[src/rtl/sign_ext_arbiter_pkg.sv]
// rtl/sign_ext_arbiter_pkg.sv - shared widths, length encodings and FSM states for sign_ext_arbiter
package sign_ext_arbiter_pkg;

    localparam int DATA_W = 26;
    localparam int OUT_W  = 32;

    localparam logic LEN_16 = 1'b0;
    localparam logic LEN_26 = 1'b1;

    // EMPTY: output register holds nothing; FULL: rsp_data/rsp_id are valid
    typedef enum logic {
        EMPTY = 1'b0,
        FULL  = 1'b1
    } state_t;

endpackage

[src/rtl/sign_ext_arbiter_if.sv]
// rtl/sign_ext_arbiter_if.sv - request/response bundle between requesters, consumer and sign_ext_arbiter
// Ports: two requests (valid/ready/data/len/zext), one response (valid/ready/data/id),
// and the two saturating grant counters. slave = arbiter side, master = requester/consumer side.
interface sign_ext_arbiter_if #(
    parameter int CNT_W = 16
);
    import sign_ext_arbiter_pkg::*;

    logic              req0_valid;
    logic              req0_ready;
    logic [DATA_W-1:0] req0_data;
    logic              req0_len;
    logic              req0_zext;

    logic              req1_valid;
    logic              req1_ready;
    logic [DATA_W-1:0] req1_data;
    logic              req1_len;
    logic              req1_zext;

    logic              rsp_valid;
    logic              rsp_ready;
    logic [OUT_W-1:0]  rsp_data;
    logic              rsp_id;

    logic [CNT_W-1:0]  grant_cnt0;
    logic [CNT_W-1:0]  grant_cnt1;

    modport slave (
        input  req0_valid, req0_data, req0_len, req0_zext,
        input  req1_valid, req1_data, req1_len, req1_zext,
        input  rsp_ready,
        output req0_ready, req1_ready,
        output rsp_valid, rsp_data, rsp_id,
        output grant_cnt0, grant_cnt1
    );

    modport master (
        output req0_valid, req0_data, req0_len, req0_zext,
        output req1_valid, req1_data, req1_len, req1_zext,
        output rsp_ready,
        input  req0_ready, req1_ready,
        input  rsp_valid, rsp_data, rsp_id,
        input  grant_cnt0, grant_cnt1
    );

endinterface

[src/rtl/sign_ext_arbiter_ext_datapath.sv]
// rtl/sign_ext_arbiter_ext_datapath.sv - combinational 16/26-bit sign/zero extension to 32 bits
// Ports: i_data (26b field, right-aligned), i_len (LEN_16/LEN_26), i_zext (1 = zero-extend),
// o_result (32b extended value).
module ext_datapath
    import sign_ext_arbiter_pkg::*;
(
    input  logic [DATA_W-1:0] i_data,
    input  logic              i_len,
    input  logic              i_zext,
    output logic [OUT_W-1:0]  o_result
);

    logic w_fill;

    always_comb begin
        w_fill   = 1'b0;
        o_result = '0;
        if (i_len == LEN_26) begin
            w_fill   = i_data[25] & ~i_zext;
            o_result = {{(OUT_W-26){w_fill}}, i_data[25:0]};
        end else begin
            // bits 25:16 are dropped here, never forwarded
            w_fill   = i_data[15] & ~i_zext;
            o_result = {{(OUT_W-16){w_fill}}, i_data[15:0]};
        end
    end

endmodule

[src/rtl/sign_ext_arbiter.sv]
// rtl/sign_ext_arbiter.sv - round-robin arbiter sharing one extension datapath, single-entry output stage
// Ports: clk, rst_n (async active-low), bus (sign_ext_arbiter_if.slave: both requests,
// the response stage and the grant counters).
module sign_ext_arbiter
    import sign_ext_arbiter_pkg::*;
#(
    parameter int CNT_W = 16
) (
    input  logic                clk,
    input  logic                rst_n,
    sign_ext_arbiter_if.slave   bus
);

    state_t            r_state;
    state_t            w_next_state;
    logic              r_prio;
    logic [OUT_W-1:0]  r_data;
    logic              r_id;
    logic [CNT_W-1:0]  r_cnt0;
    logic [CNT_W-1:0]  r_cnt1;

    logic              w_free;
    logic              w_grant0;
    logic              w_grant1;
    logic              w_ready0;
    logic              w_ready1;
    logic              w_accept;
    logic              w_drain;
    logic [DATA_W-1:0] w_sel_data;
    logic              w_sel_len;
    logic              w_sel_zext;
    logic [OUT_W-1:0]  w_ext;

    always_ff @(posedge clk or negedge rst_n) begin
        if (!rst_n) begin
            r_state <= EMPTY;
        end else begin
            r_state <= w_next_state;
        end
    end

    always_comb begin
        w_free       = (r_state == EMPTY) || bus.rsp_ready;
        w_drain      = (r_state == FULL) && bus.rsp_ready;
        w_grant0     = bus.req0_valid && (!bus.req1_valid || !r_prio);
        w_grant1     = bus.req1_valid && (!bus.req0_valid ||  r_prio);
        // rst_n gating keeps both readys low while reset is held
        w_ready0     = rst_n && w_grant0 && w_free;
        w_ready1     = rst_n && w_grant1 && w_free;
        w_accept     = w_ready0 || w_ready1;
        w_sel_data   = w_grant1 ? bus.req1_data : bus.req0_data;
        w_sel_len    = w_grant1 ? bus.req1_len  : bus.req0_len;
        w_sel_zext   = w_grant1 ? bus.req1_zext : bus.req0_zext;
        w_next_state = r_state;
        case (r_state)
            EMPTY:   if (w_accept)             w_next_state = FULL;
            FULL:    if (w_drain && !w_accept) w_next_state = EMPTY;
            default:                           w_next_state = EMPTY;
        endcase
    end

    ext_datapath u_ext (
        .i_data   (w_sel_data),
        .i_len    (w_sel_len),
        .i_zext   (w_sel_zext),
        .o_result (w_ext)
    );

    always_ff @(posedge clk or negedge rst_n) begin
        if (!rst_n) begin
            r_prio <= 1'b0;
            r_data <= '0;
            r_id   <= 1'b0;
            r_cnt0 <= '0;
            r_cnt1 <= '0;
        end else if (w_accept) begin
            r_data <= w_ext;
            r_id   <= w_ready1;
            // loser gets priority next time both request
            r_prio <= ~w_ready1;
            if (w_ready0 && (r_cnt0 != '1)) r_cnt0 <= r_cnt0 + 1'b1;
            if (w_ready1 && (r_cnt1 != '1)) r_cnt1 <= r_cnt1 + 1'b1;
        end
    end

    assign bus.req0_ready = w_ready0;
    assign bus.req1_ready = w_ready1;
    assign bus.rsp_valid  = (r_state == FULL);
    assign bus.rsp_data   = r_data;
    assign bus.rsp_id     = r_id;
    assign bus.grant_cnt0 = r_cnt0;
    assign bus.grant_cnt1 = r_cnt1;

endmodule

[src/flat_wrapper.sv]
// flat-port wrapper written by rule: the top's interface ports become plain ports
module sign_ext_arbiter_flat import sign_ext_arbiter_pkg::*;
#(
    parameter int CNT_W = 16
)
  (clk, rst_n, bus_req0_valid, bus_req0_data, bus_req0_len, bus_req0_zext, bus_req1_valid, bus_req1_data, bus_req1_len, bus_req1_zext, bus_rsp_ready, bus_req0_ready, bus_req1_ready, bus_rsp_valid, bus_rsp_data, bus_rsp_id, bus_grant_cnt0, bus_grant_cnt1);
  sign_ext_arbiter_if #(.CNT_W(CNT_W)) bus_i ();
  input  logic clk;
  input  logic rst_n;
  input wire logic [$bits(bus_i.req0_valid)-1:0] bus_req0_valid;
  input wire logic [$bits(bus_i.req0_data)-1:0] bus_req0_data;
  input wire logic [$bits(bus_i.req0_len)-1:0] bus_req0_len;
  input wire logic [$bits(bus_i.req0_zext)-1:0] bus_req0_zext;
  input wire logic [$bits(bus_i.req1_valid)-1:0] bus_req1_valid;
  input wire logic [$bits(bus_i.req1_data)-1:0] bus_req1_data;
  input wire logic [$bits(bus_i.req1_len)-1:0] bus_req1_len;
  input wire logic [$bits(bus_i.req1_zext)-1:0] bus_req1_zext;
  input wire logic [$bits(bus_i.rsp_ready)-1:0] bus_rsp_ready;
  output wire logic [$bits(bus_i.req0_ready)-1:0] bus_req0_ready;
  output wire logic [$bits(bus_i.req1_ready)-1:0] bus_req1_ready;
  output wire logic [$bits(bus_i.rsp_valid)-1:0] bus_rsp_valid;
  output wire logic [$bits(bus_i.rsp_data)-1:0] bus_rsp_data;
  output wire logic [$bits(bus_i.rsp_id)-1:0] bus_rsp_id;
  output wire logic [$bits(bus_i.grant_cnt0)-1:0] bus_grant_cnt0;
  output wire logic [$bits(bus_i.grant_cnt1)-1:0] bus_grant_cnt1;
  assign bus_i.req0_valid = bus_req0_valid;
  assign bus_i.req0_data = bus_req0_data;
  assign bus_i.req0_len = bus_req0_len;
  assign bus_i.req0_zext = bus_req0_zext;
  assign bus_i.req1_valid = bus_req1_valid;
  assign bus_i.req1_data = bus_req1_data;
  assign bus_i.req1_len = bus_req1_len;
  assign bus_i.req1_zext = bus_req1_zext;
  assign bus_i.rsp_ready = bus_rsp_ready;
  assign bus_req0_ready = bus_i.req0_ready;
  assign bus_req1_ready = bus_i.req1_ready;
  assign bus_rsp_valid = bus_i.rsp_valid;
  assign bus_rsp_data = bus_i.rsp_data;
  assign bus_rsp_id = bus_i.rsp_id;
  assign bus_grant_cnt0 = bus_i.grant_cnt0;
  assign bus_grant_cnt1 = bus_i.grant_cnt1;
  sign_ext_arbiter #(.CNT_W(CNT_W)) u_core (.clk(clk), .rst_n(rst_n), .bus(bus_i));
endmodule
[config.mk]
export PLATFORM = sky130hd
export DESIGN_NAME = sign_ext_arbiter_flat
export DESIGN_NICKNAME = d
export VERILOG_FILES = /design/src/rtl/sign_ext_arbiter_pkg.sv /design/src/rtl/sign_ext_arbiter_if.sv /design/src/rtl/sign_ext_arbiter_ext_datapath.sv /design/src/rtl/sign_ext_arbiter.sv /design/src/flat_wrapper.sv
export SDC_FILE = /design/constraint.sdc
export NUM_CORES = 1
export LEC_CHECK = 0
export CORE_MARGIN = 3
export CORE_UTILIZATION = 47
export CTS_CLUSTER_SIZE = 24
export DETAILED_ROUTE_END_ITERATION = 10
export GPL_ROUTABILITY_DRIVEN = 0
export HOLD_SLACK_MARGIN = 0.1
export PLACE_DENSITY_LB_ADDON = 0.08
export SETUP_SLACK_MARGIN = 0.3
export SLEW_MARGIN = 20
export SYNTH_ARGS = -nofsm -noshare
export SYNTH_HDL_FRONTEND = slang
export SYNTH_SLANG_ARGS = --single-unit
[constraint.sdc]
create_clock -name clk -period 2.6 [get_ports clk]
set_input_delay 0.52 -clock clk [delete_from_list [all_inputs] [get_ports clk]]
set_output_delay 0.52 -clock clk [all_outputs]
set_load 0.01 [all_outputs]
# ---- Word-level counts from Yosys, hierarchy flattened
# Index checks and enable logic that the tools add are counted.
# W data, S select, Z words.
dict set report totals {
  out_inout_bits 68
  register_bits 67
  input_bits 61
  elab_cells 42
}
dict set report op_classes {
  bitwise_logic 5
  addsub 2
  reduce_logical 20
  mux 7
  n_eq_ne 2
}
# op n
set ops {}
lappend ops {{$add A16 B1 Y16 const B} 2}
lappend ops {{$mux W32} 1}
lappend ops {{$ne A16 B16 Y1 const B} 2}
lappend ops {{$mux W26} 1}
lappend ops {{$logic_and A1 B1 Y1} 10}
lappend ops {{$logic_not A1 Y1} 4}
lappend ops {{$logic_or A1 B1 Y1} 4}
lappend ops {{$mux W1} 4}
lappend ops {{$reduce_and A2 Y1} 2}
lappend ops {{$not A1 Y1} 3}
lappend ops {{$and A1 B1 Y1} 2}
lappend ops {{$pmux W1 S2} 1}

# ---- Longest topological paths before layout
# Gate-level depths: netlist (run 1).
dict set report logic_depth {
  ltp_word 10
  mapped_depth 7
  depth_no_buf 5
}

# ---- Modules after synthesis
# A second synthesis (run 1) with hierarchy kept.
dict set report unflattened {
  cells_unflattened 294
  area_unflattened_um2 3731.1
}
# module area_per_inst_um2 instances cells_per_inst
set modules_own_cells {}
lappend modules_own_cells {sign_ext_arbiter 3460.8 1 259}
lappend modules_own_cells {ext_datapath 270.3 1 35}

# ---- Least setup slack after synthesis (run 1)
# OpenSTA, ideal clock, no wires.
dict set report synth_path {
  path_type {input port to output port}
  start {in bus_rsp_ready}
  end {out bus_req0_ready}
  required_ns 2.080
  path_slack_ns 0.768
  arrival_time_ns 1.312
  cell_stages 5
  cell_sequence {nand2b_1 -> buf_4 -> nand4_1 -> buf_2 -> inv_1}
}
dict set report synth_via {
  elab_chain_cells 2
}
# item line_no
set synth_rtl {}
lappend synth_rtl {{start, declared} flat_wrapper.sv:18} ;# input wire logic [$bits(bus_i.rsp_ready)-1:0] bus_rsp_ready;
lappend synth_rtl {{$logic_or A1 B1 Y1} sign_ext_arbiter.sv:43} ;# w_free = (r_state == EMPTY) || bus.rsp_ready;
lappend synth_rtl {{$logic_and A1 B1 Y1} sign_ext_arbiter.sv:48} ;# w_ready0 = rst_n && w_grant0 && w_free;
lappend synth_rtl {{end, declared} flat_wrapper.sv:19} ;# output wire logic [$bits(bus_i.req0_ready)-1:0] bus_req0_ready;
# Every way passes these cells.

# ---- Worst setup path after layout (run 1)
# Ends and elaborated chain as after synthesis.

==> results of run 1 <==
-- flip-flops by register name, indices dropped and copies added, names as in the netlist --
register,count
u_core.r_prio,1
u_core.bus.rsp_data,27
u_core.bus.rsp_id,1
u_core.bus.rsp_valid,1
u_core.bus.grant_cnt0,16
u_core.bus.grant_cnt1,16
-- power groups by stage --
stage          Combinational [mW]  Clock [mW]  Sequential, mW
6_report                    0.964        1.06            1.33
5_1_grt                      1.06        1.12            1.36
4_1_cts                     0.977        1.09            1.34
3_5_place_dp                0.971           0            1.35
3_3_place_gp                0.957           0            1.34
2_1_floorplan               0.333           0            1.40
-- through the flow --
step	instances	hold slack (ns)	area, um^2
after floorplan	305	0.224	3200
after global placement	501	0.460	4540
after detailed placement	501	0.474	4540
after CTS	517	0.268	4790
after global routing	518	0.303	4800
final	518	0.270	4800
-- repair_timing --
action                                  4_1_cts  5_1_grt
endpoints found under the setup margin        2        1
gates resized for setup                       6        0
gates cloned                                  0        0
pin swaps                                     1        1
setup buffers                                 0        1
hold endpoints to repair                      0        0
-- metal layers --
metal  up-vias  routed length (um)
li1       1354                   -
met4         0                 180
met5         -                   0
met3        13                 589
met2        97                3870
met1      1307                3420
-- layout by cell type, fill, tap and decap left out, types with 3 or more instances in the layout --
cell,count
sky130_fd_sc_hd__and3_1,10
sky130_fd_sc_hd__and4_1,3
sky130_fd_sc_hd__buf_4,13
sky130_fd_sc_hd__bufinv_16,3
sky130_fd_sc_hd__clkbuf_8,11
sky130_fd_sc_hd__clkdlybuf4s50_1,123
sky130_fd_sc_hd__dfrtp_1,62
sky130_fd_sc_hd__dlygate4sd2_1,4
sky130_fd_sc_hd__inv_1,4
sky130_fd_sc_hd__mux2_2,6
sky130_fd_sc_hd__mux2i_1,16
sky130_fd_sc_hd__nand2_1,44
sky130_fd_sc_hd__nand3_1,6
sky130_fd_sc_hd__nand4_1,9
sky130_fd_sc_hd__nor2_1,14
sky130_fd_sc_hd__nor3_1,11
sky130_fd_sc_hd__nor3b_1,4
sky130_fd_sc_hd__nor4_1,8
sky130_fd_sc_hd__nor4_2,4
sky130_fd_sc_hd__o21ai_0,18
sky130_fd_sc_hd__o32a_1,9
sky130_fd_sc_hd__xnor2_1,5
sky130_fd_sc_hd__xor2_1,22
-- worst min path at each step --
stage,slack (ns),endpoint,startpoint,cells past startpoint
final,0.27,u_core.bus.grant_cnt0[9],rst_n,2
after global routing,0.30,u_core.bus.grant_cnt0[0],rst_n,2
after CTS,0.27,u_core.bus.grant_cnt1[13],rst_n,2
after detailed placement,0.47,u_core.bus.rsp_data[6],u_core.bus.rsp_data[6],2
after global placement,0.46,u_core.bus.rsp_data[7],u_core.bus.rsp_data[7],2
after floorplan,0.22,u_core.bus.grant_cnt0[0],rst_n,0
-- logic make-up after synthesis --
kind of cell	share of synthesized area
simple gates	0.237
flops	0.485
compound gates	0.0762
xor+xnor	0.0739
buf+inv	0.0457
mux	0.0747
fa+ha+maj	0.00782
-- final cells by class --
cell class / instances / area share
sequential: 62 / 0.324
multi-input combinational: 217 / 0.315
timing repair buffer: 141 / 0.285
clock buffer: 13 / 0.0331
tap: 77 / 0.0201
clock inverter: 3 / 0.0188
inverter: 5 / 0.00391
-- worst max-delay path, cell delays in order --
cell and delay, ns:
sky130_fd_sc_hd__clkdlybuf4s50_1 0.45, sky130_fd_sc_hd__nand2b_2 0.17, sky130_fd_sc_hd__nand4_1 0.18, sky130_fd_sc_hd__inv_2 0.10, sky130_fd_sc_hd__dlygate4sd2_1 0.27
==> metrics.md, run 1 <==
| Metric | Value |
|---|---|
| Portion of the post-synthesis area used by sequential elements | `0.485` |
| Via count of the first global-routing pass | `2786` |
| Share of synthesized flip-flops with an asynchronous set or reset | `1.00` |
| Cell leakage power | `roughly 2.1 nW` |
| TritonCTS buffer count | `9` |
| Reg-to-reg critical path endpoint | `u_core.bus.grant_cnt1[1]` |
| Sort of element at the end of the critical path | `output port` |
| Net count after synthesis | `368` |
| 1st-pass router iterations | `4` |
| Layout cells sized above 1 | `0.122` |
| Number of levels in the clock H-tree | `3` |
| Number of antenna violations at the first check in global routing | `0` |
| Worst IR drop on VDD | `between 0.4 and 0.5 mV` |
| Max-slew violations | `0` |
| Worst path required time | `between 2 and 2.5 ns` |
| Minimum setup slack in the final design | `around 0.40 ns` |
| Residual overflow from global routing | `0` |
| Worst setup startpoint | `bus_rsp_ready` |
| Longest Clk Path Bufs | `2` |
| Classification of the worst setup path | `in -> out` |
| Critical path peak fanout | `4` |
| P&R area growth vs syn | `49.8%` |
| Total negative setup slack | `0 ns` |
| Reg2reg path depth | `5` |
| Clock tree from TritonCTS | `yes` |
| Num ports | `approximately 130` |
| Worst-skew pair later-pin latency | `roughly 0.34 ns` |
| Max capacitance violation total | `0` |
| Most area-consuming cells after synthesis | `sky130_fd_sc_hd__dfrtp_1 (48%), sky130_fd_sc_hd__xor2_1 (6.0%), sky130_fd_sc_hd__nand2_1 (5.2%)` |
| Worst setup skew after layout | `roughly 0.0071 ns` |
| Starting density of the core | `0.496` |
| Vias after detailed routing | `about 2800` |
| Power share of the combinational group | `0.287` |
| GR Layer Usage met2 | `0.349` |
| Die extent in y | `between 80 and 90 um` |
| Post-synthesis cell type with the largest combined area | `sky130_fd_sc_hd__dfrtp_1` |
| Met1 global-route usage | `0.271` |
| Average cell area after synthesis | `about 10 um^2` |
| GR peak layer | `met2` |
| Buffers added on ports | `roughly 130` |
| Clock root buffer master | `sky130_fd_sc_hd__clkbuf_8` |
| Launching point of the worst reg2reg path | `u_core.bus.grant_cnt1[0]` |
| Cell Pwr Density | `701 nW/um^2` |
| End point of the critical path | `bus_req0_ready` |
| Filler Cells Inserted | `between 400 and 500` |
| GR met3 Demand/Resource | `0.0605` |
| Number of enable flip-flop cells after synthesis | `0` |
| TritonCTS Sinks | `62` |
| Multi-input combinational cell area | `1510 um^2` |
| Final setup violating endpoints | `0` |
| Post-Synthesis Cells | `about 310` |
| Cts-stage hold buffer count | `0` |
| Clock network fraction of total power | `0.316` |
| DP Worst Slack | `0.0197 ns` |
| Largest net degree at the start of global routing | `38` |
| Core box area | `6460 um^2` |
| Clock-pin transition on the worst setup and hold timing paths | `~0.07 ns` |
| Mapped Area | `~3200 um^2` |
| Global-route wire length before repair | `around 13000 um` |
| Standard-cell rows | `29` |
| Vias per cell | `approximately 5.3` |
| Chip width | `between 80 and 90 um` |
| Int Power | `approximately 2.4 mW` |
| Final min period | `2.20 ns` |
| Highest attainable clock frequency | `0.455 GHz` |
| Top cells by instance count after synthesis | `sky130_fd_sc_hd__dfrtp_1 (62), sky130_fd_sc_hd__nand2_1 (44), sky130_fd_sc_hd__xor2_1 (22)` |
| Final period util | `0.846` |
| Most common flop cell mapped by yosys | `sky130_fd_sc_hd__dfrtp_1` |
| Total routed wirelength | `8060 um` |
| Sequential cell fraction of total power | `0.397` |
| Count of synthesis-stage warnings from yosys | `0` |
| DRC marker count from the first detailed-route iteration | `60` |
| Startpoint Class | `input pin` |
| Register-to-register setup slack | `0.73 ns` |
| Register bit count reported by yosys | `62` |
| Yosys top cell area share | `0.485` |
| Utilization after layout | `0.743` |
| Status | `complete, no violations` |
| Number of library cell types mapped by synthesis | `43` |
| Slew Limit Headroom | `0.669` |
| Arrival time reported for the critical path endpoint | `1.68 ns` |
| Actual transition at the worst max-transition pin | `~0.5 ns` |
| Antenna diodes | `0` |
| Overall die area | `approximately 8000 um^2` |
| P_sw | `about 0.95 mW` |
| Hold/Removal Path Class | `in -> async` |
| Combined global-route utilization of all metal layers | `0.217` |
| Final Hold Fails | `0` |
| Most used standard cell by instance count after synthesis | `sky130_fd_sc_hd__dfrtp_1` |
| RSZ-0062 raised after global routing | `false` |
| Detailed placer's ending HPWL | `between 5000 and 6000 um` |
| Combined flip-flop and latch cell area | `around 1600 um^2` |
| Wirelength per Cell | `approximately 16 um` |
| DRC Markers | `0` |
| Net Sw Frac | `0.284` |
| Routed Antenna Nets | `0` |
| Pwr Total | `3.36 mW` |
| Net count of the finished layout | `approximately 500` |
No activity file was read; power rests on OpenSTA's default activity.
==> run 2: changes to the inputs <==
CORE_UTILIZATION = 44   (was 47)
clock period = 2.3 ns   (was 2.6 ns; I/O delays follow)
==> metrics.md, run 2 (synthesis gave the netlist of run 1 again) <==
| Metric | Value |
|---|---|
| Worst slack on hold paths | `0.169 ns (was 0.270 ns)` |
| Hold/Removal Path Class | `in -> async (unchanged)` |
| Largest delay share family, worst path | `buffers and inverters (unchanged)` |
| Slew Limit Headroom | `0.567 (was 0.669)` |
| Max capacitance violation total | `0 (unchanged)` |
| Final period util | `0.840` |
| Non-filler cells, final | `540 (was 518)` |
| Overall die area | `8330 um^2 (was 7840 um^2)` |
| Cells along the critical path | `clkdlybuf4s50_1 > nand2b_4 > nand4_4 > inv_1 > clkdlybuf4s15_1 (was clkdlybuf4s50_1 > nand2b_2 > nand4_1 > inv_2 > dlygate4sd2_1)` |
| Classification of the worst setup path | `in -> out (unchanged)` |
| Clock-pin transition on the worst setup and hold timing paths | `0.07 ns (about the same)` |
| Final setup violating endpoints | `0 (unchanged)` |
| Starting density of the core | `0.463 (was 0.496)` |
| Chip width | `91.3 um (was 88.5 um)` |
| Max-slew violations | `0 (unchanged)` |
| Worst path required time | `1.84 ns (was 2.08 ns)` |
| Total negative setup slack | `0 ns (unchanged)` |
| Cell Pwr Density | `741 nW/um^2 (was 701 nW/um^2)` |
| 1st-pass router iterations | `4 (unchanged)` |
| CP peak stage delay | `0.45 ns (about the same)` |
| TritonCTS Sinks | `62 (unchanged)` |
| P&R area growth vs syn | `50.3% (was 49.8%)` |
| Via count of the first global-routing pass | `2771 (was 2786)` |
| DRC Markers | `0 (unchanged)` |
| Most frequent cells in the layout | `sky130_fd_sc_hd__clkdlybuf4s50_1 (123), sky130_fd_sc_hd__dfrtp_1 (62), sky130_fd_sc_hd__nand2_1 (44) (unchanged)` |
| RSZ-0062 raised after global routing | `false (unchanged)` |
| Longest Clk Path Bufs | `2 (unchanged)` |
| Number of placed cells counting well taps | `524 (was 501)` |
| Critical path peak fanout | `4 (unchanged)` |
| Net count of the finished layout | `502 (was 499)` |
| Total routed wirelength | `7980 um (was 8060 um)` |
| Worst-skew pair later-pin latency | `0.34 ns (about the same)` |
| Cell leakage power | `2.12 nW (about the same)` |
| Core box area | `6910 um^2 (was 6460 um^2)` |
| Vias after detailed routing | `2755 (was 2771)` |
| Detailed placer's ending HPWL | `6060 um (was 5920 um)` |
| Startpoint Class | `input pin (unchanged)` |
| Number of levels in the clock H-tree | `3 (unchanged)` |
| TritonCTS buffer count | `9 (unchanged)` |
| Antenna diodes | `0 (unchanged)` |
| Post-detailed-placement cell area | `4610 um^2 (was 4540 um^2)` |
| Final Hold Fails | `0 (unchanged)` |
| Largest net degree at the start of global routing | `53 (was 38)` |
| Wirelength per Cell | `14.8 um (was 15.6 um)` |
| Num ports | `129 (unchanged)` |
| Layout cells sized above 1 | `0.128 (was 0.122)` |
| Buffers added on ports | `128 (unchanged)` |
| Number of antenna violations at the first check in global routing | `0 (unchanged)` |
| Highest attainable clock frequency | `0.518 GHz` |
| Status | `complete, no violations (unchanged)` |
| Arrival time reported for the critical path endpoint | `1.47 ns (was 1.68 ns)` |
| Die extent in y | `91.3 um (was 88.5 um)` |
| DRC marker count from the first detailed-route iteration | `83 (was 60)` |
| Combined global-route utilization of all metal layers | `0.203 (was 0.217)` |
| Clock tree from TritonCTS | `yes (unchanged)` |
| Vias per cell | `5.10 (was 5.35)` |
| Actual transition at the worst max-transition pin | `0.649 ns (was 0.493 ns)` |
| Critical path buffer and inverter count | `3 (unchanged)` |
| Global-route wire length before repair | `13600 um (was 13100 um)` |
| Clock root buffer master | `sky130_fd_sc_hd__clkbuf_8 (unchanged)` |
| Standard-cell rows | `30 (was 29)` |
| Residual overflow from global routing | `0 (unchanged)` |
| Routed Antenna Nets | `0 (unchanged)` |
| Final min period | `between 1.5 and 2 ns` |
| Max stage delay cell, worst path | `sky130_fd_sc_hd__clkdlybuf4s50_1 (unchanged)` |
| Leading cell type in the layout, fill and taps excluded | `sky130_fd_sc_hd__clkdlybuf4s50_1 (unchanged)` |
| Sort of element at the end of the critical path | `output port (unchanged)` |
| Max reg flops | `27 (unchanged)` |
| Worst setup skew after layout | `0.00652 ns (was 0.00710 ns)` |
| Area of all placed cells without fillers | `4810 um^2 (was 4800 um^2)` |
| Worst IR drop on VDD | `0.510 mV (was 0.499 mV)` |
-- run 2: cell count changes in the layout (fill, tap and decap cells not counted), sizes merged --
cell,delta
clkinvlp,+1
dlygate4sd2,-2
buf,+4
bufinv,-2
clkdlybuf4s15,+1
clkinv,+1
-- run 2: what timing repair did --
item / 4_1_cts / 5_1_grt
pin swaps: 0 / 1
setup endpoints to repair: 2 / 2
hold buffers: 0 / 0
resized for setup: 8 / 2
setup buffers: 0 / 0
endpoints found under the hold margin: 0 / 0
-- run 2: cell type report --
cell class	count	area [um^2]
Fill cell	565	2100
Sequential cell	62	1550
Multi-Input combinational cell	217	1520
Timing Repair Buffer	144	1400
Clock buffer	13	159
Tap cell	96	120
Clock inverter	3	42.5
Inverter	5	18.8
-- run 2: path summary, 6_finish.rpt --
kind,from,end,slack (ns),depth (start not counted)
max in group asynchronous,rst_n,u_core.bus.rsp_data[9],1.49,2
setup / recovery,bus_rsp_ready,bus_req1_ready,0.37,5
min in group clk,u_core.bus.rsp_data[0],u_core.bus.rsp_data[0],0.48,2
setup reg to reg,u_core.bus.grant_cnt0[0],u_core.bus.grant_cnt0[1],0.57,6
hold / removal,rst_n,u_core.bus.grant_cnt0[1],0.17,2
hold reg to reg,u_core.bus.rsp_data[0],u_core.bus.rsp_data[0],0.48,2
-- run 2: metrics by stage --
stage                     utilization  worst slack (ns)  power (mW)
after floorplan                     -             0.581        1.96
after global placement          0.667           -0.0916        2.61
after detailed placement        0.667            -0.108        2.63
after CTS                       0.697             0.300        3.61
after global routing            0.696             0.327        3.75
final                           0.696             0.368        3.56
-- run 2: report_power, final --
group | switching [mW] | leakage [nW] | internal (mW)
sequential | 0.207 | 0.770 | 1.30
clock | 0.405 | 0.0996 | 0.559
combinational | 0.443 | 1.25 | 0.652
-- run 2: metal layers --
layer | up-vias | wire length, um | track usage
met3 | 10 | 490 | 0.0497
met5 | - | 0 | 0
met2 | 87 | 4020 | 0.346
met1 | 1298 | 3360 | 0.248
met4 | 0 | 114 | 0.0754
li1 | 1360 | - | -
==> run 3: changes to the inputs <==
clock period = 1.9 ns   (was 2.3 ns; I/O delays follow)
==> metrics.md, run 3 (synthesis gave the netlist of run 1 again) <==
| Metric | Value |
|---|---|
| Status | `complete, no violations (unchanged)` |
| Sort of element at the end of the critical path | `register (was output port)` |
| Leading cell type in the layout, fill and taps excluded | `sky130_fd_sc_hd__dlygate4sd2_1 (was sky130_fd_sc_hd__clkdlybuf4s50_1)` |
| Global-route wire length before repair | `14600 um (was 13600 um)` |
| Met1 global-route usage | `0.272 (was 0.248)` |
| Max reg flops | `27 (unchanged)` |
| Final min period | `1.68 ns` |
| Final period util | `0.882` |
| DRC Markers | `0 (unchanged)` |
| Worst-skew pair later-pin latency | `0.33 ns (was 0.34 ns)` |
| Post-detailed-placement cell area | `4660 um^2 (was 4610 um^2)` |
| Chip width | `91.3 um (unchanged)` |
| Hold/Removal Path Class | `in -> async (unchanged)` |
| GR peak layer | `met2 (unchanged)` |
| Number of levels in the clock H-tree | `3 (unchanged)` |
| Detailed placer's ending HPWL | `6070 um (was 6060 um)` |
| Cells along the critical path | `ha_2 > nand4_1 > nor4_4 > buf_6 > nor4_2 > xor2_1 (was clkdlybuf4s50_1 > nand2b_4 > nand4_4 > inv_1 > clkdlybuf4s15_1)` |
| Longest Clk Path Bufs | `2 (unchanged)` |
| Number of antenna violations at the first check in global routing | `1 (was 0)` |
| Wirelength per Cell | `16.7 um (was 14.8 um)` |
| Total negative setup slack | `0 ns (unchanged)` |
| Largest delay share family, worst path | `simple AND/OR/NAND/NOR gates (was buffers and inverters)` |
| Critical path buffer and inverter count | `1 (was 3)` |
| Final setup violating endpoints | `0 (unchanged)` |
| Buffers added on ports | `128 (unchanged)` |
| Final Hold Fails | `0 (unchanged)` |
| P&R area growth vs syn | `67.7% (was 50.3%)` |
| Slew Limit Headroom | `0.556 (was 0.567)` |
| Clock root buffer master | `sky130_fd_sc_hd__clkbuf_8 (unchanged)` |
| Worst path required time | `2.09 ns (was 1.84 ns)` |
| Combined global-route utilization of all metal layers | `0.219 (was 0.203)` |
| CP peak stage delay | `0.39 ns (was 0.45 ns)` |
| Largest net degree at the start of global routing | `53 (unchanged)` |
| Most frequent cells in the layout | `sky130_fd_sc_hd__dlygate4sd2_1 (67), sky130_fd_sc_hd__buf_4 (58), sky130_fd_sc_hd__clkdlybuf4s50_1 (55), sky130_fd_sc_hd__dfrtp_1 (55), sky130_fd_sc_hd__nand2_1 (44) (was sky130_fd_sc_hd__clkdlybuf4s50_1 (123), sky130_fd_sc_hd__dfrtp_1 (62), sky130_fd_sc_hd__nand2_1 (44))` |
| Total routed wirelength | `9900 um (was 7980 um)` |
| Overall die area | `8330 um^2 (unchanged)` |
| Launching point of the worst reg2reg path | `u_core.bus.grant_cnt0[1] (was u_core.bus.grant_cnt0[0])` |
| TritonCTS buffer count | `9 (unchanged)` |
| Die extent in y | `91.3 um (unchanged)` |
| Worst slack on hold paths | `0.289 ns (was 0.169 ns)` |
| Cell Pwr Density | `816 nW/um^2 (was 741 nW/um^2)` |
| Core box area | `6910 um^2 (unchanged)` |
| Residual overflow from global routing | `0 (unchanged)` |
| Worst setup startpoint | `u_core.bus.grant_cnt0[1] (was bus_rsp_ready)` |
| Arrival time reported for the critical path endpoint | `1.87 ns (was 1.47 ns)` |
| Via count of the first global-routing pass | `2836 (was 2771)` |
| Clock-pin transition on the worst setup and hold timing paths | `0.07 ns (about the same)` |
| Vias per cell | `5.27 (was 5.10)` |
| Startpoint Class | `register (was input pin)` |
| Clock tree from TritonCTS | `yes (unchanged)` |
| Critical path peak fanout | `5 (was 4)` |
| 1st-pass router iterations | `4 (unchanged)` |
| GR Layer Usage met2 | `0.360 (was 0.346)` |
| Standard-cell rows | `30 (unchanged)` |
| Classification of the worst setup path | `reg -> reg (was in -> out)` |
| Net count of the finished layout | `555 (was 502)` |
| Cell leakage power | `2.65 nW (was 2.12 nW)` |
| Filler Cells Inserted | `482 (was 565)` |
| Max stage delay cell, worst path | `sky130_fd_sc_hd__dfrtp_1 (was sky130_fd_sc_hd__clkdlybuf4s50_1)` |
| Highest attainable clock frequency | `~0.60 GHz` |
| Vias after detailed routing | `3131 (was 2755)` |
| Starting density of the core | `0.463 (unchanged)` |
| Area of all placed cells without fillers | `5370 um^2 (was 4810 um^2)` |
| Num ports | `129 (unchanged)` |
| Max capacitance violation total | `0 (unchanged)` |
| RSZ-0062 raised after global routing | `true (was false)` |
| GR met3 Demand/Resource | `0.0754 (was 0.0497)` |
| Max-slew violations | `0 (unchanged)` |
| DRC marker count from the first detailed-route iteration | `151 (was 83)` |
| Routed Antenna Nets | `0 (unchanged)` |
| Worst setup skew after layout | `0.00966 ns (was 0.00652 ns)` |
| Layout cells sized above 1 | `0.272 (was 0.128)` |
| TritonCTS Sinks | `62 (unchanged)` |
| Actual transition at the worst max-transition pin | `0.666 ns (was 0.649 ns)` |
| Worst IR drop on VDD | `0.665 mV (was 0.510 mV)` |
-- run 3: cell types whose count changed in the layout (fill, tap and decap cells not counted), moves of 4 or more --
cell	before	now
sky130_fd_sc_hd__clkdlybuf4s50_1	123	55
sky130_fd_sc_hd__dlygate4sd2_1	2	67
sky130_fd_sc_hd__buf_4	15	58
sky130_fd_sc_hd__dfrtp_1	62	55
sky130_fd_sc_hd__dfrtp_2	0	7
sky130_fd_sc_hd__buf_6	0	6
sky130_fd_sc_hd__nor3_1	11	7
sky130_fd_sc_hd__nor4_1	8	4
-- run 3: cell type report --
type,count,area (um^2),share of cell area
Tap cell,96,120,0.0224
Timing Repair Buffer,196,1760,0.328
Sequential cell,62,1560,0.291
Multi-Input combinational cell,218,1730,0.323
Inverter,5,18.8,0.00350
Clock inverter,1,5.00,0.000932
Clock buffer,15,166,0.0310
Antenna cell,1,2.50,0.000466
-- run 3: power breakdown --
part | switching (mW) | total, mW | internal, mW
Clock | 0.498 | 1.04 | 0.546
Sequential | 0.197 | 1.77 | 1.57
Combinational | 0.715 | 1.57 | 0.853
-- run 3: final timing paths --
| path | endpoint | slack, ns | depth (start not counted) |
|---|---|---|---|
| max in group asynchronous | u_core.bus.grant_cnt1[12] | 0.79 | 3 |
| hold reg to reg | u_core.bus.rsp_data[7] | 0.47 | 2 |
| hold / removal | u_core.bus.rsp_data[18] | 0.29 | 2 |
| setup reg to reg | u_core.bus.grant_cnt0[7] | 0.22 | 6 |
| min in group clk | u_core.bus.rsp_data[15] | 0.44 | 3 |
| setup / recovery | u_core.bus.grant_cnt0[7] | 0.22 | 6 |
-- run 3: metal layers --
metal,vias to the layer above,share of wire
met1,1515,0.39
met5,-,0
met3,12,0.072
met2,137,0.52
met4,0,0.015
li1,1467,-
-- run 3: what timing repair did --
action / 4_1_cts / 5_1_grt
gates resized for setup: 97 / 32
pin swaps: 2 / 12
cloned: 0 / 1
endpoints found under the setup margin: 107 / 51
hold buffers: 2 / 0
buffers inserted: 29 / 13
endpoints found under the hold margin: 10 / 0
-- run 3: stage by stage --
| step | util | total power, mW | instances | setup slack (ns) |
|---|---|---|---|---|
| 2_1_floorplan | - | 2.39 | 305 | 0.257 |
| 3_3_place_gp | 0.675 | 3.17 | 532 | -0.299 |
| 3_5_place_dp | 0.675 | 3.21 | 532 | -0.325 |
| 4_1_cts | 0.734 | 4.23 | 579 | 0.272 |
| 5_1_grt | 0.777 | 4.64 | 594 | 0.113 |
| 6_report | 0.777 | 4.38 | 594 | 0.224 |
